`config.mk`:
```
export PLATFORM = sky130hd
export DESIGN_NAME = exec_seq_ctrl_flat
export DESIGN_NICKNAME = d
export VERILOG_FILES = /design/src/rtl/exu_pkg.sv /design/src/rtl/exec_seq_ctrl_if.sv /design/src/rtl/fwd_compare.sv /design/src/rtl/exec_seq_ctrl.sv /design/src/flat_wrapper.sv
export SDC_FILE = /design/constraint.sdc
export NUM_CORES = 1
export LEC_CHECK = 0
export BUFFER_PORTS_ARGS = -buffer_cell sky130_fd_sc_hd__buf_4
export CAP_MARGIN = 40
export CELL_PAD_IN_SITES_DETAIL_PLACEMENT = 0
export CELL_PAD_IN_SITES_GLOBAL_PLACEMENT = 2
export CORE_AREA = 2 2 61 63
export DETAILED_ROUTE_END_ITERATION = 7
export DIE_AREA = 0 0 63 65
export HOLD_SLACK_MARGIN = 0.05
export PLACE_DENSITY_LB_ADDON = 0.05
export SLEW_MARGIN = 0
export SYNTH_ARGS = -nofsm -noshare
export SYNTH_HDL_FRONTEND = slang
export SYNTH_SLANG_ARGS = --single-unit
```
`constraint.sdc`:
```
create_clock -name clk -period 2 [get_ports clk]
set_input_delay 0.3 -clock clk [delete_from_list [all_inputs] [get_ports clk]]
set_output_delay 0.3 -clock clk [all_outputs]
set_load 0.02 [all_outputs]
```
`src/rtl/exu_pkg.sv`:
```
// exu_pkg - shared definitions for the execution sequencing controller.
//   exu_state_e     : controller states (IDLE, MEM, DONE)
//   LOAD_SEL_LI/LW  : value of alu_ctrl[0] that distinguishes LI from LW
//   FWD_*           : operand forwarding select encodings
//   MEM_TIMEOUT_DEFAULT : default memory-ack wait limit in cycles
package exu_pkg;

  typedef enum logic [1:0] {
    ST_IDLE = 2'd0,
    ST_MEM  = 2'd1,
    ST_DONE = 2'd2
  } exu_state_e;

  localparam logic LOAD_SEL_LI = 1'b0;
  localparam logic LOAD_SEL_LW = 1'b1;

  localparam logic [1:0] FWD_REGFILE = 2'b00;
  localparam logic [1:0] FWD_EX      = 2'b01;
  localparam logic [1:0] FWD_WB      = 2'b10;

  localparam int MEM_TIMEOUT_DEFAULT = 15;
  localparam int WAIT_CNT_W          = 4;

  // Only LW needs the memory round trip; LI completes like an ALU op.
  function automatic logic is_lw(input logic load_op, input logic alu_bit0);
    return load_op && (alu_bit0 == LOAD_SEL_LW);
  endfunction

endpackage

```
`src/rtl/exec_seq_ctrl_if.sv`:
```
// exec_seq_ctrl_if - bundle of the decode, execute, memory and writeback
// signals seen by the sequencing controller.
//   slave  : controller side (takes id_*, mem_ack, wb_*; drives ex_*, mem_req, fwd_sel*)
//   master : environment side (the opposite directions)
interface exec_seq_ctrl_if;

  logic       id_valid;
  logic       id_ready;
  logic [2:0] id_alu_ctrl;
  logic       id_load_op;
  logic [2:0] id_rd;
  logic [2:0] id_rs1;
  logic [2:0] id_rs2;

  logic [2:0] ex_alu_ctrl;
  logic       ex_load_op;
  logic [2:0] ex_rd;
  logic       ex_valid;
  logic       ex_err;

  logic       mem_req;
  logic       mem_ack;

  logic       wb_ready;
  logic       wb_we;
  logic [2:0] wb_rd;

  logic [1:0] fwd_sel1;
  logic [1:0] fwd_sel2;

  modport slave (
    input  id_valid, id_alu_ctrl, id_load_op, id_rd, id_rs1, id_rs2,
    input  mem_ack, wb_ready, wb_we, wb_rd,
    output id_ready, ex_alu_ctrl, ex_load_op, ex_rd, ex_valid, ex_err,
    output mem_req, fwd_sel1, fwd_sel2
  );

  modport master (
    output id_valid, id_alu_ctrl, id_load_op, id_rd, id_rs1, id_rs2,
    output mem_ack, wb_ready, wb_we, wb_rd,
    input  id_ready, ex_alu_ctrl, ex_load_op, ex_rd, ex_valid, ex_err,
    input  mem_req, fwd_sel1, fwd_sel2
  );

endinterface

```
`src/rtl/fwd_compare.sv`:
```
// fwd_compare - operand forwarding select for one source register.
//   ex_hit_en : the EX stage holds a finished result (controller in DONE)
//   rs        : source register index from decode
//   ex_rd     : destination index of the result held in EX
//   wb_we/wb_rd : writeback stage write enable and destination index
//   fwd_sel   : FWD_REGFILE / FWD_EX / FWD_WB
module fwd_compare
  import exu_pkg::*;
(
  input  logic       ex_hit_en,
  input  logic [2:0] rs,
  input  logic [2:0] ex_rd,
  input  logic       wb_we,
  input  logic [2:0] wb_rd,
  output logic [1:0] fwd_sel
);

  // Register 0 is never forwarded. The EX result is younger than the WB
  // result, so an EX match takes priority.
  always_comb begin
    fwd_sel = FWD_REGFILE;
    if (rs != 3'd0) begin
      if (ex_hit_en && (rs == ex_rd)) begin
        fwd_sel = FWD_EX;
      end else if (wb_we && (rs == wb_rd)) begin
        fwd_sel = FWD_WB;
      end
    end
  end

endmodule

```
`src/rtl/exec_seq_ctrl.sv`:
```
// exec_seq_ctrl - sequences one instruction at a time from decode into the
// execution unit, runs the data-memory handshake for LW with a timeout, holds
// the result until writeback takes it, and computes operand forwarding.
//   clk, rst : clock and asynchronous active-high reset
//   bus      : exec_seq_ctrl_if.slave (decode, EX, memory, WB, forwarding)
//   MEM_TIMEOUT : max cycles to wait for mem_ack before aborting an LW (1..15)
module exec_seq_ctrl
  import exu_pkg::*;
#(
  parameter int MEM_TIMEOUT = MEM_TIMEOUT_DEFAULT
) (
  input  logic            clk,
  input  logic            rst,
  exec_seq_ctrl_if.slave  bus
);

  // The wait counter is 4 bits wide, so the limit is narrowed once here.
  localparam logic [WAIT_CNT_W-1:0] TIMEOUT_CNT = WAIT_CNT_W'(MEM_TIMEOUT);

  exu_state_e            state_q, state_d;
  logic [2:0]            ex_alu_ctrl_q, ex_alu_ctrl_d;
  logic                  ex_load_op_q, ex_load_op_d;
  logic [2:0]            ex_rd_q, ex_rd_d;
  logic [WAIT_CNT_W-1:0] wait_cnt_q, wait_cnt_d;
  logic                  ex_err_q, ex_err_d;
  logic                  mem_req_q, mem_req_d;
  logic                  ex_valid_q, ex_valid_d;

  logic                  id_ready;
  logic                  accept;
  logic [WAIT_CNT_W-1:0] wait_cnt_inc;

  // Next-state logic. A new instruction may be taken in IDLE, or in DONE in
  // the same cycle writeback consumes the current result, so back-to-back
  // instructions see no bubble. mem_req and ex_valid are registered copies of
  // the next state, which keeps them glitch-free and lets reset drop them
  // immediately.
  always_comb begin
    id_ready      = (state_q == ST_IDLE) || ((state_q == ST_DONE) && bus.wb_ready);
    accept        = bus.id_valid && id_ready;
    wait_cnt_inc  = wait_cnt_q + 1'b1;

    state_d       = state_q;
    ex_alu_ctrl_d = ex_alu_ctrl_q;
    ex_load_op_d  = ex_load_op_q;
    ex_rd_d       = ex_rd_q;
    wait_cnt_d    = wait_cnt_q;
    ex_err_d      = ex_err_q;

    case (state_q)
      ST_IDLE, ST_DONE: begin
        if (accept) begin
          ex_alu_ctrl_d = bus.id_alu_ctrl;
          ex_load_op_d  = bus.id_load_op;
          ex_rd_d       = bus.id_rd;
          ex_err_d      = 1'b0;
          if (is_lw(bus.id_load_op, bus.id_alu_ctrl[0])) begin
            state_d    = ST_MEM;
            wait_cnt_d = '0;
          end else begin
            state_d    = ST_DONE;
          end
        end else if ((state_q == ST_DONE) && bus.wb_ready) begin
          state_d  = ST_IDLE;
          ex_err_d = 1'b0;
        end
      end

      ST_MEM: begin
        // An ack arriving in the timeout cycle still counts as success.
        if (bus.mem_ack) begin
          state_d  = ST_DONE;
          ex_err_d = 1'b0;
        end else if (wait_cnt_inc == TIMEOUT_CNT) begin
          state_d    = ST_DONE;
          ex_err_d   = 1'b1;
          wait_cnt_d = wait_cnt_inc;
        end else begin
          wait_cnt_d = wait_cnt_inc;
        end
      end

      default: begin
        state_d = ST_IDLE;
      end
    endcase

    mem_req_d  = (state_d == ST_MEM);
    ex_valid_d = (state_d == ST_DONE);
  end

  // Controller state and registered outputs.
  always_ff @(posedge clk or posedge rst) begin
    if (rst) begin
      state_q       <= ST_IDLE;
      ex_alu_ctrl_q <= '0;
      ex_load_op_q  <= 1'b0;
      ex_rd_q       <= '0;
      wait_cnt_q    <= '0;
      ex_err_q      <= 1'b0;
      mem_req_q     <= 1'b0;
      ex_valid_q    <= 1'b0;
    end else begin
      state_q       <= state_d;
      ex_alu_ctrl_q <= ex_alu_ctrl_d;
      ex_load_op_q  <= ex_load_op_d;
      ex_rd_q       <= ex_rd_d;
      wait_cnt_q    <= wait_cnt_d;
      ex_err_q      <= ex_err_d;
      mem_req_q     <= mem_req_d;
      ex_valid_q    <= ex_valid_d;
    end
  end

  assign bus.id_ready    = id_ready;
  assign bus.ex_alu_ctrl = ex_alu_ctrl_q;
  assign bus.ex_load_op  = ex_load_op_q;
  assign bus.ex_rd       = ex_rd_q;
  assign bus.ex_err      = ex_err_q;
  assign bus.mem_req     = mem_req_q;
  assign bus.ex_valid    = ex_valid_q;

  fwd_compare u_fwd_rs1 (
    .ex_hit_en (state_q == ST_DONE),
    .rs        (bus.id_rs1),
    .ex_rd     (ex_rd_q),
    .wb_we     (bus.wb_we),
    .wb_rd     (bus.wb_rd),
    .fwd_sel   (bus.fwd_sel1)
  );

  fwd_compare u_fwd_rs2 (
    .ex_hit_en (state_q == ST_DONE),
    .rs        (bus.id_rs2),
    .ex_rd     (ex_rd_q),
    .wb_we     (bus.wb_we),
    .wb_rd     (bus.wb_rd),
    .fwd_sel   (bus.fwd_sel2)
  );

endmodule
```
`src/flat_wrapper.sv`:
```
// flat-port wrapper written by rule: the top's interface ports become plain ports
module exec_seq_ctrl_flat import exu_pkg::*;
#(
  parameter int MEM_TIMEOUT = MEM_TIMEOUT_DEFAULT
)
  (clk, rst, bus_id_valid, bus_id_alu_ctrl, bus_id_load_op, bus_id_rd, bus_id_rs1, bus_id_rs2, bus_mem_ack, bus_wb_ready, bus_wb_we, bus_wb_rd, bus_id_ready, bus_ex_alu_ctrl, bus_ex_load_op, bus_ex_rd, bus_ex_valid, bus_ex_err, bus_mem_req, bus_fwd_sel1, bus_fwd_sel2);
  exec_seq_ctrl_if bus_i ();
  input  logic clk;
  input  logic rst;
  input wire logic [$bits(bus_i.id_valid)-1:0] bus_id_valid;
  input wire logic [$bits(bus_i.id_alu_ctrl)-1:0] bus_id_alu_ctrl;
  input wire logic [$bits(bus_i.id_load_op)-1:0] bus_id_load_op;
  input wire logic [$bits(bus_i.id_rd)-1:0] bus_id_rd;
  input wire logic [$bits(bus_i.id_rs1)-1:0] bus_id_rs1;
  input wire logic [$bits(bus_i.id_rs2)-1:0] bus_id_rs2;
  input wire logic [$bits(bus_i.mem_ack)-1:0] bus_mem_ack;
  input wire logic [$bits(bus_i.wb_ready)-1:0] bus_wb_ready;
  input wire logic [$bits(bus_i.wb_we)-1:0] bus_wb_we;
  input wire logic [$bits(bus_i.wb_rd)-1:0] bus_wb_rd;
  output wire logic [$bits(bus_i.id_ready)-1:0] bus_id_ready;
  output wire logic [$bits(bus_i.ex_alu_ctrl)-1:0] bus_ex_alu_ctrl;
  output wire logic [$bits(bus_i.ex_load_op)-1:0] bus_ex_load_op;
  output wire logic [$bits(bus_i.ex_rd)-1:0] bus_ex_rd;
  output wire logic [$bits(bus_i.ex_valid)-1:0] bus_ex_valid;
  output wire logic [$bits(bus_i.ex_err)-1:0] bus_ex_err;
  output wire logic [$bits(bus_i.mem_req)-1:0] bus_mem_req;
  output wire logic [$bits(bus_i.fwd_sel1)-1:0] bus_fwd_sel1;
  output wire logic [$bits(bus_i.fwd_sel2)-1:0] bus_fwd_sel2;
  assign bus_i.id_valid = bus_id_valid;
  assign bus_i.id_alu_ctrl = bus_id_alu_ctrl;
  assign bus_i.id_load_op = bus_id_load_op;
  assign bus_i.id_rd = bus_id_rd;
  assign bus_i.id_rs1 = bus_id_rs1;
  assign bus_i.id_rs2 = bus_id_rs2;
  assign bus_i.mem_ack = bus_mem_ack;
  assign bus_i.wb_ready = bus_wb_ready;
  assign bus_i.wb_we = bus_wb_we;
  assign bus_i.wb_rd = bus_wb_rd;
  assign bus_id_ready = bus_i.id_ready;
  assign bus_ex_alu_ctrl = bus_i.ex_alu_ctrl;
  assign bus_ex_load_op = bus_i.ex_load_op;
  assign bus_ex_rd = bus_i.ex_rd;
  assign bus_ex_valid = bus_i.ex_valid;
  assign bus_ex_err = bus_i.ex_err;
  assign bus_mem_req = bus_i.mem_req;
  assign bus_fwd_sel1 = bus_i.fwd_sel1;
  assign bus_fwd_sel2 = bus_i.fwd_sel2;
  exec_seq_ctrl #(.MEM_TIMEOUT(MEM_TIMEOUT)) u_core (.clk(clk), .rst(rst), .bus(bus_i));
endmodule
```
# --- Yosys cells after proc, flatten, opt, wreduce, memory -nomap -nowiden ---
# Cells that the tools add are included.
# Widths: inputs -> output; s select.
word_totals:
  ff_bits: 16
  latchBits: 0
  ramBits: 0
  mem_bits_ro: 0
  inputBits: 22
  memories: 0
classes:
  n_addsub: 1
  n_mul: 0
  div_mod_pow: 0
  order_cmp: 0
  eq_ne: 14
  shift: 0
  muxes: 21
  bitwise: 0
  n_reduce_logical: 16
op_table:
  columns: ["op", "count"]
  rows:
  - ["$mux 2", 11]
  - ["$eq 3x3->1", 4]
  - ["$mux 4", 3]
  - ["$pmux 4 s2", 1]
  - ["$logic_and 1x1->1", 7]
  - ["$reduce_bool 3->1", 2]
  - ["$add 4x1->4 const B", 1]
  - ["$eq 2x1->1 const B", 2]
  - ["$eq 2x2->1 const B", 2]
  - ["$eq 4x4->1 const B", 1]
  - ["$mux 1", 4]
  - ["$ne 2x1->1 const B", 2]
  - ["$pmux 2 s2", 1]
  - ["$reduce_and 4->1", 1]
  - ["$ne 3x1->1 const B", 1]
  - ["$ne 3x2->1 const B", 1]
  - ["$reduce_and 3->1", 1]
  - ["$logic_not 2->1", 1]
  - ["$ne 2x2->1 const B", 1]
  - ["$pmux 1 s2", 1]
  - ["$reduce_and 2->1", 1]
  - ["$reduce_bool 2->1", 1]
  - ["$reduce_or 2->1", 1]
  - ["$logic_or 1x1->1", 1]

# --- Logic depth before layout (Yosys ltp) ---
depth:
  depth_word: 7
  mapped_depth: 5
  ltp_nobuf: 5

# --- Cells and area by module ---
# Synthesis repeated with hierarchy kept, for this count alone.
unflattened:
  hier_cells: 89
  hier_area_um2: 953.4
by_module_without_submodules:
  columns: ["mod", "instances", "cells_each", "area_each_um2", "seq_area_each_um2"]
  rows:
  - ["exec_seq_ctrl", 1, 63, 770.7, 400.4]
  - ["fwd_compare", 2, 13, 91.3, 0.0]

# --- Worst setup path before layout ---
# No wires, ideal clock.
synth_timing:
  kind: "input to output"
  start: "in bus_id_rs1[2]"
  end: "out bus_fwd_sel1[1]"
  arrival_ns: 1.155
  required_time_ns: 1.700
  path_slack_ns: 0.545
  path_stages: 3
  path_buffers: 0
  path_cell_list: "or3b_1 -> a211oi_1 -> o2111a_1"
synth_between:
  elab_chain_len: 5
synth_lines:
  columns: ["item", "line", "source"]
  rows:
  - ["from (decl)", "flat_wrapper.sv:14", "input wire logic [$bits(bus_i.id_rs1)-1:0] bus_id_rs1;"]
  - ["$eq 3x3->1", "fwd_compare.sv:25", "end else if (wb_we && (rs == wb_rd)) begin"]
  - ["$logic_and 1x1->1", "fwd_compare.sv:25", null]
  - ["$mux 2", "fwd_compare.sv:25", null]
  - ["$mux 2", "fwd_compare.sv:23", "if (ex_hit_en && (rs == ex_rd)) begin"]
  - ["$mux 2 *", "fwd_compare.sv:22", "if (rs != 3'd0) begin"]
  - ["to (decl)", "flat_wrapper.sv:27", "output wire logic [$bits(bus_i.fwd_sel1)-1:0] bus_fwd_sel1;"]
# Mark *: on every way between the ends. The rest lies on a longest branch, timed or not.

# --- Worst setup path in the final report ---
layout_timing:
  start: "reg u_core.state_q[0]"
  end: "out bus_fwd_sel1[1]"
layout_between:
  elab_chain_len: 4
layout_lines:
  columns: ["item", "line", "source"]
  rows:
  - ["from (decl)", "exec_seq_ctrl.sv:20", "exu_state_e state_q, state_d;"]
  - ["from (signal assigned)", "exec_seq_ctrl.sv:104", "state_q <= state_d;"]
  - ["$eq 2x2->1", "exec_seq_ctrl.sv:124", ".ex_hit_en (state_q == ST_DONE),"]
  - ["$logic_and 1x1->1", "fwd_compare.sv:23", null]
  - ["$mux 2", "fwd_compare.sv:23", null]
  - ["$mux 2", "fwd_compare.sv:22", null]
# Every way passes these cells.

==> results.md <==
- Status: complete, no violations
- Port bufs: 36
- First-pass DRT Iterations: 4
- Drc violations: 0
- Final wirelength: 2390 um
- Antenna diodes: 0
- Largest area contributor in the netlist: dfrtp_1
- Final setup fails: 0
- RR Startpoint: u_core.state_q[1]
- #FFs+latches synth: 16
- 1st-iter DRT viols: 29
- CP max FO: 14
- Synth cell types: 36
- Layout fillers: 371
- Clk buf depth: 2
- Clock sinks: 16
- NumNets Final: 160
- Post-Syn Nets: 120
- CP required: 1.70 ns
- Met1 GRT Util: 14.5%
- Total gr overflow: 0
- Depth of the CTS H-tree: 1
- Post-detail-place hpwl: 1920 um
- Setup TNS: 0 ns
- Main synth FF type: dfrtp_1
- Tot Pwr: 919 uW
- Reg2reg path depth: 3
- RSZ-0062 raised after global routing: false
- Slew of the pin with the lowest slew margin: 0.643 ns
- Final Wtd Congestion: 0.732
- EDFF count, synth: 0
- Number of global-route vias before repair: 905
- Max incr delay on CP: 0.54 ns
- Clock share of power: 17.9%
- Flop pwr share: 46.4%
- Fin. max-slew vios: 0
- Total track usage: 12.5%
- Ports: 37
- Clock root cell: clkbuf_4
- CTS tree: built
- Critical path cell sequence: nor2b_1, nand4_1, o2111a_1, buf_4
- Num rows: 22
- Syn Area/Cell: 10.5 um^2
- Max Freq: 547 MHz
- Syn Inst Count: 96
- Die Height: 65 um
- Post-synthesis cell area: 1010 um^2
- Vias: 893
- Largest net degree at the start of global routing: 17
- Min-delay worst type: in -> async
- Ranking of synthesized cells by area: dfrtp_1 (40%), xnor2_1 (9.5%), mux2_2 (7.8%), and3b_1 (2.6%), ha_1 (2.5%)
- Final Hold Slack: 0.102 ns
- Asr flop ratio synth: 100%
- Die X: 63 um
- DRT antenna net count: 0
- Max_slew headroom: 57.1%
- Post-synthesis sequential area ratio: 39.7%
- CP Data Arrival Time: 1.53 ns
- Switching Fraction: 33.3%
- Startpoint Class: register
- WL/cell: 13.1 um
- Post-route minimum period: 1.83 ns
- Peak VDD IR: 340 uV
- Initial Utilization: 28.9%
- Core Box Area: 3500 um^2
- R2R Path End: u_core.wait_cnt_q[1]
- Layout cells sized above 1: 39.6%
- Max-cap violations: 0
- Gr busiest metal: met2
- Reg-to-reg slack, setup: 0.46 ns
- Setup bufs post-CTS: 0
- Clock-pin slew on the worst setup and hold paths: 0.09 ns
- Setup Skew: 0.00825 ns
- Crit. End Element: primary output
- Post_cts resized: 0
- Internal power: 613 uW
- Vias per cell: 4.91
- Logic pwr share: 35.7%
- Hold Vio Cnt, Final: 0
- Leakage: 0.590 nW
- Initial antenna violation count: 0
- DIE AREA: 4100 um^2
- Area growth, synth to finish: 34.4%
- GR Util met2: 22.6%
- WS Path Type: reg -> out
- Pwr/cell area: 677 nW/um^2
- First-pass GRT wire length: 4080 um
- Area fraction of the dominant cell type after synthesis: 39.7%
- Post-CTS Hold Buffers: 0
- Grt met3 use: 3.65%
- CTS buffer count: 3
- Final worst path period share: 91.3%
- Clk Latency, worst-skew pair: 0.28 ns
- Net switching power: 306 uW
- Crit-path slowest cell: dfrtp_1
- Ys Warns: 0
==> power groups by stage <==
stage / registers [mW] / logic (mW) / clock network, mW
after global placement: 0.434 / 0.328 / 0
after global routing: 0.436 / 0.360 / 0.185
after CTS: 0.427 / 0.333 / 0.175
after detailed placement: 0.433 / 0.333 / 0
after floorplan: 0.460 / 0.163 / 0
final: 0.426 / 0.328 / 0.165
==> layout make-up <==
class / instances / area [um^2] / share of cell area (%)
clock buffers: 3 / 22.5 / 1.66
inverters: 6 / 22.5 / 1.66
multi-input cells: 73 / 582 / 42.9
flip-flops and latches: 16 / 400 / 29.5
well taps: 48 / 60.1 / 4.42
repair buffers: 36 / 270 / 19.9
==> metrics by stage <==
step | std cells | utilization [%] | setup WS (ns) | area (um^2)
2_1_floorplan | 96 | - | 0.545 | 1010
3_3_place_gp | 179 | 38.2 | 0.366 | 1340
3_5_place_dp | 179 | 38.2 | 0.343 | 1340
4_1_cts | 182 | 38.8 | 0.141 | 1360
5_1_grt | 182 | 38.8 | 0.0199 | 1360
6_report | 182 | 38.8 | 0.173 | 1360
==> metal layers <==
metal / vias up / share of wire, %
met5: - / 0
met4: 0 / 1.0
met3: 2 / 5.5
met2: 23 / 52
met1: 426 / 41
li1: 442 / -
==> flip-flops by register name (all words and copies together), names as in the netlist <==
signal                  flops
u_core.bus.ex_rd            3
u_core.wait_cnt_q           4
u_core.bus.ex_valid         1
u_core.bus.ex_load_op       1
u_core.bus.ex_err           1
u_core.state_q              2
u_core.bus.mem_req          1
u_core.bus.ex_alu_ctrl      3
==> logic make-up (layout without fill, tap and decap cells) <==
family | Yosys count | in the layout | synth area share, %
xor+xnor | 11 | 11 | 9.54
buf+inv | 7 | 45 | 2.73
compound gates | 22 | 22 | 16.7
fa+ha+maj | 2 | 2 | 2.48
mux | 7 | 7 | 7.81
flops | 16 | 16 | 39.7
simple gates | 31 | 31 | 21.1
==> Yosys cell counts (all sizes together), types with 3 or more instances <==
cell type / instances
xnor2: 11
dfrtp: 16
nand2: 6
mux2: 7
nor3: 4
or3b: 3
nor2: 3
and3b: 3
inv: 6
==> critical path, delay by kind of cell (launching register included) <==
family                 cells  cell delay (ns)
DFF                        1             0.54
buffers and inverters      1             0.15
and+or+nand+nor            2             0.39
AOI/OAI and AO/OA          1             0.16
==> cells in the final DEF, fill, tap and decap left out, types with 3 or more instances in the layout <==
cell       n
xnor2_1   11
mux2_2     7
buf_4     36
and3b_1    3
nor3_1     3
nor2_1     3
inv_1      6
nand2_1    6
clkbuf_4   3
dfrtp_1   16
==> how the worst max path moves through the flow <==
stage                            from         endpoint  slack [ns]  cells past startpoint
finish              u_core.state_q[0]  bus_fwd_sel1[1]        0.17                      4
CTS                 u_core.state_q[0]  bus_fwd_sel1[1]        0.14                      4
floorplan               bus_id_rs1[2]  bus_fwd_sel1[1]        0.55                      3
global route        u_core.state_q[0]  bus_fwd_sel1[1]        0.02                      4
detailed placement      bus_id_rs1[2]  bus_fwd_sel1[1]        0.34                      5
global placement        bus_id_rs1[2]  bus_fwd_sel1[1]        0.37                      5
Power figures use the tool's default switching activity.
